## src/rtl/p6502_resp_if.sv

```systemverilog
// CPU-side bus bundle for the p6502_resp peripheral: phase, direction,
// address and data from the CPU, read data / chip-select / irq / rdy back.
interface p6502_resp_if;
    logic        phi2;
    logic        rw_n;
    logic [15:0] a;
    logic [7:0]  din;
    logic [7:0]  dout;
    logic        cs;
    logic        irq;
    logic        rdy;

    modport master (output phi2, rw_n, a, din, input dout, cs, irq, rdy);
    modport slave  (input phi2, rw_n, a, din, output dout, cs, irq, rdy);
endinterface

```

## src/rtl/p6502_resp.sv

```systemverilog
// 6502 bus peripheral: 16-byte register window with scratch registers, a 16-bit
// down timer with irq, and a slow port that inserts wait states through rdy.
module p6502_resp #(
    parameter logic [15:0] BASE = 16'h0800,
    parameter int unsigned WAIT = 2
) (
    input logic         clk,
    input logic         reset_n,
    p6502_resp_if.slave bus
);
    typedef enum logic [1:0] {IDLE, WAITING, SERVED} state_t;

    state_t      state;
    logic        phi2_q;
    logic        rise;
    logic        fall;
    logic [15:0] a_s;
    logic        rw_s;
    logic [7:0]  din_s;
    logic [7:0]  scratch0;
    logic [7:0]  scratch1;
    logic [7:0]  latch_lo;
    logic [7:0]  latch_hi;
    logic [7:0]  snap;
    logic [7:0]  slow;
    logic [7:0]  cyc;
    logic [15:0] cnt;
    logic        en;
    logic        cont;
    logic        ie;
    logic        flag;
    logic        underflow;
    logic [3:0]  wait_cnt;
    logic        hit;
    logic        rd_rise;
    logic        wr_fall;
    logic [7:0]  rd_data;
    logic [7:0]  dout_r;
    logic        irq_r;
    logic        rdy_r;

    assign rise      = bus.phi2 & ~phi2_q;
    assign fall      = ~bus.phi2 & phi2_q;
    assign hit       = (bus.a[15:4] == BASE[15:4]);
    assign rd_rise   = rise & bus.rw_n & hit;
    assign wr_fall   = fall & ~rw_s & (a_s[15:4] == BASE[15:4]);
    assign underflow = fall & en & (cnt == 16'h0000);

    assign bus.cs   = hit & bus.phi2;
    assign bus.dout = dout_r;
    assign bus.irq  = irq_r;
    assign bus.rdy  = rdy_r;

    always_comb begin
        rd_data = 8'h00;
        case (bus.a[3:0])
            4'd0:    rd_data = scratch0;
            4'd1:    rd_data = scratch1;
            4'd2:    rd_data = latch_lo;
            4'd3:    rd_data = latch_hi;
            4'd4:    rd_data = cnt[7:0];
            4'd5:    rd_data = snap;
            4'd6:    rd_data = {5'b00000, ie, cont, en};
            4'd7:    rd_data = {7'b0000000, flag};
            4'd8:    rd_data = slow;
            default: rd_data = 8'h00;
        endcase
    end

    // Writes commit on fall from the last address/data seen during the high phase.
    always_ff @(posedge clk or negedge reset_n) begin
        if (!reset_n) begin
            phi2_q <= 1'b0;
            a_s    <= 16'h0000;
            rw_s   <= 1'b1;
            din_s  <= 8'h00;
        end else begin
            phi2_q <= bus.phi2;
            if (bus.phi2) begin
                a_s   <= bus.a;
                rw_s  <= bus.rw_n;
                din_s <= bus.din;
            end
        end
    end

    always_ff @(posedge clk or negedge reset_n) begin
        if (!reset_n) begin
            scratch0 <= 8'h00;
            scratch1 <= 8'h00;
            latch_lo <= 8'h00;
            latch_hi <= 8'h00;
            snap     <= 8'h00;
            cyc      <= 8'h00;
            cnt      <= 16'h0000;
            en       <= 1'b0;
            cont     <= 1'b0;
            ie       <= 1'b0;
            flag     <= 1'b0;
            irq_r    <= 1'b0;
        end else begin
            irq_r <= flag & ie;
            if (rd_rise && bus.a[3:0] == 4'd4) begin
                snap <= cnt[15:8];
            end
            if (fall) begin
                cyc <= cyc + 8'd1;
                if (en) begin
                    if (cnt != 16'h0000) begin
                        cnt <= cnt - 16'd1;
                    end else begin
                        flag <= 1'b1;
                        if (cont) begin
                            cnt <= {latch_hi, latch_lo};
                        end else begin
                            en <= 1'b0;
                        end
                    end
                end
                // Later assignments override the timer: a load beats underflow,
                // but the status clear yields to a simultaneous underflow.
                if (wr_fall) begin
                    case (a_s[3:0])
                        4'd0: scratch0 <= din_s;
                        4'd1: scratch1 <= din_s;
                        4'd2: latch_lo <= din_s;
                        4'd3: begin
                            latch_hi <= din_s;
                            cnt      <= {din_s, latch_lo};
                            flag     <= 1'b0;
                        end
                        4'd6: {ie, cont, en} <= din_s[2:0];
                        4'd7: if (din_s[0] && !underflow) flag <= 1'b0;
                        default: ;
                    endcase
                end
            end
        end
    end

    always_ff @(posedge clk or negedge reset_n) begin
        if (!reset_n) begin
            dout_r <= 8'h00;
        end else if (rise) begin
            dout_r <= (bus.rw_n && hit) ? rd_data : 8'h00;
        end
    end

    // Slow-port wait states: rdy drops after the triggering rise and returns
    // once WAIT falls have elapsed; a repeated read while SERVED is not retriggered.
    always_ff @(posedge clk or negedge reset_n) begin
        if (!reset_n) begin
            state    <= IDLE;
            wait_cnt <= 4'd0;
            rdy_r    <= 1'b1;
            slow     <= 8'h00;
        end else begin
            case (state)
                IDLE: begin
                    if (rd_rise && bus.a[3:0] == 4'd8) begin
                        state    <= WAITING;
                        wait_cnt <= 4'd0;
                        rdy_r    <= 1'b0;
                    end
                end
                WAITING: begin
                    if (fall) begin
                        if (wait_cnt == 4'(WAIT - 1)) begin
                            rdy_r <= 1'b1;
                            slow  <= cyc;
                            state <= SERVED;
                        end else begin
                            wait_cnt <= wait_cnt + 4'd1;
                        end
                    end
                end
                SERVED: begin
                    if (rise && !(rd_rise && bus.a[3:0] == 4'd8)) begin
                        state <= IDLE;
                    end
                end
                default: state <= IDLE;
            endcase
        end
    end
endmodule

```

## src/flat_wrapper.sv

```systemverilog
// flat-port wrapper written by rule: the top's interface ports become plain ports
module p6502_resp_flat 
#(
    parameter logic [15:0] BASE = 16'h0800,
    parameter int unsigned WAIT = 2
)
  (clk, reset_n, bus_phi2, bus_rw_n, bus_a, bus_din, bus_dout, bus_cs, bus_irq, bus_rdy);
  p6502_resp_if bus_i ();
  input logic clk;
  input logic reset_n;
  input wire logic [$bits(bus_i.phi2)-1:0] bus_phi2;
  input wire logic [$bits(bus_i.rw_n)-1:0] bus_rw_n;
  input wire logic [$bits(bus_i.a)-1:0] bus_a;
  input wire logic [$bits(bus_i.din)-1:0] bus_din;
  output wire logic [$bits(bus_i.dout)-1:0] bus_dout;
  output wire logic [$bits(bus_i.cs)-1:0] bus_cs;
  output wire logic [$bits(bus_i.irq)-1:0] bus_irq;
  output wire logic [$bits(bus_i.rdy)-1:0] bus_rdy;
  assign bus_i.phi2 = bus_phi2;
  assign bus_i.rw_n = bus_rw_n;
  assign bus_i.a = bus_a;
  assign bus_i.din = bus_din;
  assign bus_dout = bus_i.dout;
  assign bus_cs = bus_i.cs;
  assign bus_irq = bus_i.irq;
  assign bus_rdy = bus_i.rdy;
  p6502_resp #(.BASE(BASE), .WAIT(WAIT)) u_core (.clk(clk), .reset_n(reset_n), .bus(bus_i));
endmodule
```

## config.mk

```make
export PLATFORM = sky130hd
export DESIGN_NAME = p6502_resp_flat
export DESIGN_NICKNAME = d
export VERILOG_FILES = /design/src/rtl/p6502_resp_if.sv /design/src/rtl/p6502_resp.sv /design/src/flat_wrapper.sv
export SDC_FILE = /design/constraint.sdc
export NUM_CORES = 1
export LEC_CHECK = 0
export BUFFER_PORTS_ARGS = -buffer_cell sky130_fd_sc_hd__buf_2
export CAP_MARGIN = 20
export CELL_PAD_IN_SITES_DETAIL_PLACEMENT = 1
export CELL_PAD_IN_SITES_GLOBAL_PLACEMENT = 1
export CORE_UTILIZATION = 52
export CTS_CLUSTER_DIAMETER = 200
export CTS_CLUSTER_SIZE = 16
export DETAILED_ROUTE_END_ITERATION = 10
export PLACE_DENSITY = 0.89
export SLEW_MARGIN = 0
export SYNTH_ARGS = -nofsm -noshare
export SYNTH_HDL_FRONTEND = slang
export SYNTH_SLANG_ARGS = --single-unit
```

## constraint.sdc

```tcl
create_clock -name clk -period 3.6 [get_ports clk]
set_input_delay 0.72 -clock clk [delete_from_list [all_inputs] [get_ports clk]]
set_output_delay 0.72 -clock clk [all_outputs]
set_load 0.05 [all_outputs]
```

; Yosys cells after proc, flatten, opt, wreduce, memory -nomap -nowiden
; Cells that the tools add are included.
[word_totals]
regBits = 118
input_bits = 28
output_inout_bits = 11
wordCells = 112
[classes]
n_addsub = 3
n_eq_ne = 23
n_mux = 30
bitwise_logic = 13
reduce_logical = 22
[op_table]
columns = cell, n
row1 = two-way mux 16 bit, 5
row2 = case mux 8 bit (9 select lines), 1
row3 = "== test 12 x 8 -> 1 bit, second input constant", 2
row4 = "== test 4 x 3 -> 1 bit, second input constant", 6
row5 = AND reduction 3 bit, 6
row6 = "== test 4 x 2 -> 1 bit, second input constant", 4
row7 = logical NOT 16 bit, 1
row8 = nonzero test 16 bit, 1
row9 = "subtractor 16 x 1 -> 16 bit, second input constant", 1
row10 = "== test 4 x 1 -> 1 bit, second input constant", 3
row11 = two-way mux 1 bit, 12
row12 = two-way mux 4 bit, 3
row13 = AND reduction 4 bit, 3
row14 = bitwise AND 1 bit, 10
row15 = "adder 8 x 1 -> 8 bit, second input constant", 1
row16 = logical NOT 4 bit, 2
row17 = two-way mux 2 bit, 4
row18 = two-way mux 8 bit, 1
row19 = "inequality test 2 x 1 -> 1 bit, second input constant", 4
row20 = case mux 4 bit (2 select lines), 1
row21 = case mux 2 bit (3 select lines), 1
row22 = logical AND 1 bit, 5
row23 = "adder 4 x 1 -> 4 bit, second input constant", 1
row24 = "== test 4 bit, second input constant", 1
row25 = 8 further kinds, 12

; Logic depth before layout (Yosys ltp)
; Gate-level depths: netlist (run 1).
[depth]
ltp_word = 9
mapped_depth = 9
ltp_nobuf = 7

; Least setup slack after synthesis (run 1)
; OpenSTA, ideal clock, no wires.
[synth_path]
kind = input-to-output
startpoint = input port bus_phi2
endpoint = output port bus_cs
arrival_time_ns = 1.885
required_ns = 2.880
setup_slack_ns = 0.995
stages = 3
path_buffers = 2
path_cell_list = buf_1 clkbuf_1 and4_1
[synth_between]
elab_chain_cells = 1
[synth_rtl]
columns = element, line_no
row1 = start: declaration, flat_wrapper.sv:11  ; input wire logic [$bits(bus_i.phi2)-1:0] bus_phi2;
row2 = bitwise AND 1 bit, p6502_resp.sv:49  ; assign bus.cs = hit & bus.phi2;
row3 = end: declaration, flat_wrapper.sv:16  ; output wire logic [$bits(bus_i.cs)-1:0] bus_cs;
; No other way between the ends.

; Worst setup path in the final report (run 1)
[layout_path]
startpoint = register u_core.cnt[0]
endpoint = register u_core.cnt[3]
[layout_between]
elab_chain_cells = 5
elab_cells_between_ends = 6
cone_classes = add/sub (1) / mux (4) / reduce/logical (1)
[layout_rtl]
columns = element, line_no
row1 = start: declaration, p6502_resp.sv:27  ; logic [15:0] cnt;
row2 = start signal: assignment, p6502_resp.sv:110  ; cnt <= cnt - 16'd1;
row3 = start signal: assignment, p6502_resp.sv:114  ; cnt <= {latch_hi, latch_lo};
row4 = start signal: assignment, p6502_resp.sv:129  ; cnt <= {din_s, latch_lo};
row5 = subtractor 16 x 1 -> 16 bit / nonzero test 16 bit (equally long branches), "p6502_resp.sv:110, p6502_resp.sv:109"
row6 = two-way mux 16 bit *, p6502_resp.sv:109  ; if (cnt != 16'h0000) begin
row7 = two-way mux 16 bit *, p6502_resp.sv:108  ; if (en) begin
row8 = two-way mux 16 bit, p6502_resp.sv:123  ; case (a_s[3:0])
row9 = two-way mux 16 bit *, p6502_resp.sv:122  ; if (wr_fall) begin
; Every way passes the cells marked *; elsewhere a longest branch is shown, timed or not.
; A chain may end at the register's enable or synchronous reset.

==> out/metrics.cfg, run 1 <==
[outcome]
status = complete, no violations

[cts]
numCtsBuffers = 17
hold_buffers = 0
cts.clk_slew.worst_paths_ps = 60
cts_resized = 0
cts_sinks = 118
root_buffer = clkbuf_16
clk_latency_ps = 430
htree_levels = 4
post_cts.repair.setup_buffers = 0
cts.path.max_buffers = 2
tritoncts = done

[placement]
hpwl_um = 12990
io_buffers = 38
place_congestion = 0.9036

[synthesis]
yosys.area.top_type = dfrtp_1
ys.warnings.count = 0
synthTopCellsByArea = dfrtp_1 49%, mux2_2 14%, nand2_1 2.9%, a21oi_1 2.5%, mux2i_1 2.0%
synth.top_cells.by_count = 116 x dfrtp_1, 72 x mux2_2, 46 x nand2_1
synth_cell_types = 63
synth_edf_count = 0
synth_ff_type = dfrtp_1
async_flop_share_pct = 100.0
synthesis.area_per_instance_um2 = 11.01
yosysMostFrequentCell = dfrtp_1
syn-instance-count = 543
netlist_area_um2 = 5978
ys_seq_elements = 118
yosysSeqAreaShare_pct = 49.43
synth_top_cell_area_share_pct = 48.56
synth_nets = 576

[sta]
worst_clock_skew_ps = 7.164
fin_crit_ps = 2836
hold_viol = 0
slew_violations = 0
timing.fmax_mhz = 352.6
relSlewSlack_pct = 34.73
tns_ps = 0
rsz0062_at_grt = no
worst_pin_slew_ps = 970.2
finalSetupViolCount = 0
finalCritPeriodShare_pct = 78.77

[routing]
drtPass1Iterations = 5
routedWlPerCell_um = 27.50
wl_um = 19960
antenna_left = 0
first_iter_violations = 502
num_vias = 5010
vias_per_cell = 6.901
drc = 0

[global_route]
grt_pass1_wl_um = 30730
track_usage_pct = 36.39
grt_pass1_vias = 5306
antenna_found_initial = 0
overflow = 0
grt_max_degree = 74

[power]
p_leak_nw = 3.150
cellPowerDensity_nw_per_um2 = 563.3
power.total_mw = 3.877
peakVddDrop_v = 0.0005142

[die]
core_um2 = 11030
rows = 38
ios = 39
die_area_um2 = 11930
die_w_um = 109.2
die_h_um = 109.2
start_util_pct = 54.20

[setup_path]
startpoint_type = register
max_stage_delay_ps = 640
crit_chain = inv_1, ha_1, or4b_2, or4_4, o22ai_2, nand3_1, nand4_1
required_ps = 3950
crit_fanout = 15
cp-end-kind = register
worst-setup-path-type = register to register
cp_data_arrival_time_ps = 3190
crit_slowest_cell = or4b_2

[layout]
num-nets-final = 606
antenna_cells = 0
area_growth_pct = 15.13
top_regs = u_core.a_s (16), u_core.cnt (16)
drive_gt1_share_pct = 28.16

[flow_run]
drv_cap = 0

[worst_hold_path]
min_path_type = primary input to asynchronous set/reset pin

[cells in the final DEF, fill, tap and decap left out, types with 4 or more instances in the layout]
| master | n |
|---|---|
| nor2_1 | 24 |
| a22o_1 | 9 |
| nand2_1 | 46 |
| nor4_1 | 14 |
| a211o_1 | 5 |
| or3_1 | 5 |
| nor3b_1 | 4 |
| nor3_1 | 8 |
| xor2_1 | 7 |
| nor2b_1 | 4 |
| dfrtp_1 | 116 |
| nand3_1 | 16 |
| ha_1 | 5 |
| a21oi_1 | 30 |
| inv_1 | 9 |
| buf_4 | 9 |
| nor4b_1 | 4 |
| buf_2 | 37 |
| xnor2_1 | 7 |
| or4_1 | 7 |
| a221oi_1 | 4 |
| and2_1 | 5 |
| o21ai_0 | 18 |
| mux2i_1 | 12 |
| nand2b_1 | 4 |
| mux2_2 | 72 |
| o22ai_1 | 4 |
| clkbuf_16 | 17 |
| bufinv_16 | 4 |
| nand4_1 | 12 |
[metrics by stage]
stage | util, % | cells | hold slack [ps] | setup WS (ps) | area (um^2)
after floorplan | - | 543 | 424.4 | 994.9 | 5978
after global placement | 56.66 | 694 | 453.4 | 907.3 | 6250
after detailed placement | 56.66 | 694 | 468.7 | 706.1 | 6250
after CTS | 62.40 | 726 | 338.0 | 810.7 | 6883
after global routing | 62.40 | 726 | 361.9 | 692.1 | 6883
final | 62.40 | 726 | 314.0 | 764.3 | 6883
[report_power, final]
group	switching, mW	internal (mW)	total, mW	leakage (nW)
Clock	0.647	1.19	1.84	0.306
Sequential	0.205	1.43	1.63	1.54
Combinational	0.230	0.174	0.405	1.30
Total	1.08	2.80	3.88	3.15
[layer usage]
metal	global-route usage (%)	vias up	share of wire, %
li1	-	2077	-
met1	43.78	2539	38
met2	58.49	311	49
met3	9.982	83	7.7
met4	21.43	0	5.1
met5	0	-	0
[critical path, delay by kind of cell, from the launching register on]
kind	cells	cell delay, ps
buf+inv	1	150
fa+ha+maj	1	160
flops	1	440
simple gates	4	1550
compound gates	1	450
[cells by family after synthesis]
| kind of cell | Yosys count | synth area share [%] |
|---|---|---|
| multiplexers | 86 | 16.32 |
| AO/OA/AOI/OAI | 105 | 12.12 |
| XOR/XNOR | 14 | 2.051 |
| adder cells (fa/ha/maj) | 5 | 1.046 |
| flip-flops | 118 | 49.43 |
| buffers and inverters | 45 | 3.516 |
| AND/OR/NAND/NOR | 170 | 15.51 |
[worst paths after layout]
path                                                start                         end  slack (ps)  depth (start not counted)
worst max-delay path            u_core.cnt[0]$_DFFE_PN0N_   u_core.cnt[3]$_DFFE_PN0N_         760                          7
worst min-delay path                              reset_n  u_core.cnt[15]$_DFFE_PN0N_         310                          1
worst max register to register  u_core.cnt[0]$_DFFE_PN0N_   u_core.cnt[3]$_DFFE_PN0N_         760                          7
worst min register to register  u_core.cyc[7]$_DFFE_PN0N_   u_core.cyc[7]$_DFFE_PN0N_         470                          1
max in group asynchronous                         reset_n     u_core.rw_s$_DFFE_PN1P_        2440                          2
min in group clk                u_core.cyc[7]$_DFFE_PN0N_   u_core.cyc[7]$_DFFE_PN0N_         470                          1
[layout make-up]
| class | count | area, um^2 |
|---|---|---|
| clock buffers | 20 | 456.7 |
| clock inverters | 12 | 176.4 |
| multi-input cells | 380 | 2813 |
| inverters | 9 | 33.78 |
| fillers | 1144 | 4148 |
| well taps | 140 | 175.2 |
| repair buffers | 47 | 272.8 |
| flip-flops and latches | 118 | 2955 |
No activity file was read; power rests on OpenSTA's default activity.
==> run 2: changes to the inputs <==
- ABC_AREA: not set -> 1
- CORE_UTILIZATION: 52 -> 45
- PLACE_DENSITY: 0.89 -> 0.85
- clock period: 3.6 -> 2.9 ns (I/O delays scaled with it)
==> run 2 against run 1 <==
Net effect: combinational power grew to 3.4 times the previous value; utilization fell by 8.3 points; critical endpoint is now bus_cs; critical path type is now primary input to output port; largest cell class unchanged; cell count rose by 48%; clock skew increased by 4.7 ps.
==> out/metrics.cfg, run 2 <==
[synthesis]
synth_top_cell_area_share_pct = 46.47
ys_seq_elements = 118
synth.top_cells.by_count = 277 x nand2_1, 116 x dfrtp_1, 97 x o21ai_0
synth_edf_count = 0
synthesis.area_per_instance_um2 = 7.491
netlist_area_um2 = 6247
yosys.area.top_type = dfrtp_1
yosysMostFrequentCell = nand2_1
synth_ff_type = dfrtp_1
ys.warnings.count = 0
synthTopCellsByArea = dfrtp_1 46%, nand2_1 17%, o21ai_0 7.8%, inv_1 5.8%, nor2_1 4.0%
yosysSeqAreaShare_pct = 47.31
synth_nets = 867
async_flop_share_pct = 100.0
syn-instance-count = 834
synth_cell_types = 37

[routing]
antenna_left = 0
drc = 0
num_vias = 6017
routedWlPerCell_um = 19.06
vias_per_cell = 5.608
drtPass1Iterations = 5
first_iter_violations = 435
wl_um = 20450

[sta]
hold_viol = 0
hold_slack_ps = 230.7
rsz0062_at_grt = no
finalSetupViolCount = 0
worst_clock_skew_ps = 11.83
slew_violations = 0
tns_ps = 0
fin_crit_ps = 2347
relSlewSlack_pct = 47.02
timing.fmax_mhz = 426.1
worst_pin_slew_ps = 794.7
finalCritPeriodShare_pct = 80.92

[layout]
antenna_cells = 0
fin_cells = 1073
num-nets-final = 917
drive_gt1_share_pct = 11.48
register_area_um2 = 2955
area_growth_pct = 16.02
layout_common_cells = 277 x nand2_1, 116 x dfrtp_1, 97 x o21ai_0
final_common_cell = nand2_1
fillCellCount = 1707
fin_area_um2 = 7248
multiInputGateArea_um2 = 2843
top_regs = u_core.a_s (16), u_core.cnt (16)

[power]
power.total_mw = 5.446
p_leak_nw = 3.731
peakVddDrop_v = 0.0004690
cellPowerDensity_nw_per_um2 = 751.3

[setup_path]
required_ps = 2320
cp-end-kind = output port
crit_fanout = 36
startpoint_type = primary input
crit_chain = buf_2, buf_4, inv_1, nor2_1, buf_2
worst-setup-path-type = primary input to output port
crit_family = buffers and inverters
crit_slowest_cell = buf_4
max_stage_delay_ps = 370
crit_buf_inv = 4
cp_data_arrival_time_ps = 1770
path_common_cell = buf_2

[outcome]
status = complete, no violations

[flow_run]
drv_cap = 0

[die]
die_h_um = 119.8
core_um2 = 13400
ios = 39
start_util_pct = 46.62
die_area_um2 = 14360
rows = 42
die_w_um = 119.8

[global_route]
grt_pass1_wl_um = 33670
track_usage_pct = 30.99
grt_pass1_vias = 6363
antenna_found_initial = 0
grt_max_degree = 58
overflow = 0

[cts]
root_buffer = clkbuf_16
htree_levels = 4
cts_sinks = 118
tritoncts = done
hold_buffers = 0
numCtsBuffers = 17
cts.clk_slew.worst_paths_ps = 50
cts_resized = 0
post_cts.repair.setup_buffers = 0
cts.path.max_buffers = 2
clk_latency_ps = 430

[placement]
dp.cells = 1041
io_buffers = 38
place_congestion = 0.9290
placed_cell_area_um2 = 6685
hpwl_um = 15000

[worst_hold_path]
min_path_type = primary input to asynchronous set/reset pin

## run 2: cell types whose count changed after synthesis, sizes merged, moves of 9 or more
cell	previous run	this run
nor2	24	73
nand2	46	280
mux2i	12	0
o21ai	18	98
a21oi	30	21
inv	9	96
nor4	16	3
nand3	16	52
buf	13	4
mux2	72	6
a22o	9	0
## run 2: area by class of cell
type	instances	area share, %
clock buffer	20	6.301
sequential	118	40.77
timing repair buffer	51	4.177
tap	176	3.038
clock inverter	12	1.467
multi-input combinational	599	39.22
inverter	97	5.023
## run 2: power by group
group	internal, mW	leakage [nW]	switching, mW
clock	1.22	0.268	0.807
sequential	1.83	1.50	0.216
combinational	0.429	1.96	0.950
## run 2: logic make-up after synthesis
logic type      after synthesis  share of synthesized area (%)
simple gates                435                          29.42
compound gates              139                          12.04
flops                       118                          47.31
buf+inv                     117                          7.190
xor+xnor                     14                          1.963
mux                           6                          1.081
fa+ha+maj                     5                          1.001
## run 2: final timing paths
check	start	endpoint	slack, ps	cells after the start
setup / recovery	bus_phi2	bus_cs	550	5
setup reg to reg	u_core.cnt[0]$_DFFE_PN0N_	u_core.cnt[11]$_DFFE_PN0N_	750	11
max in group asynchronous	reset_n	u_core.rw_s$_DFFE_PN1P_	1860	2
hold / removal	reset_n	u_core.cnt[3]$_DFFE_PN0N_	230	1
hold reg to reg	u_core.slow[4]$_DFFE_PN0P_	u_core.slow[4]$_DFFE_PN0P_	480	2
min in group clk	bus_din[7]	u_core.din_s[7]$_DFFE_PN0P_	360	3
## run 2: metal layers
metal / vias to the layer above / routed length (um) / GRT usage [%]
met5: - / 0 / 0
met4: 0 / 491 / 11.25
met3: 44 / 786 / 5.371
met2: 167 / 10160 / 52.85
met1: 3009 / 9004 / 39.41
li1: 2797 / - / -
## run 2: through the flow
stage	setup slack (ps)	utilization, %
global route	444.8	54.09
global placement	560.8	49.89
finish	553.3	54.09
CTS	535.5	54.09
detailed placement	472.5	49.89
floorplan	634.8	-
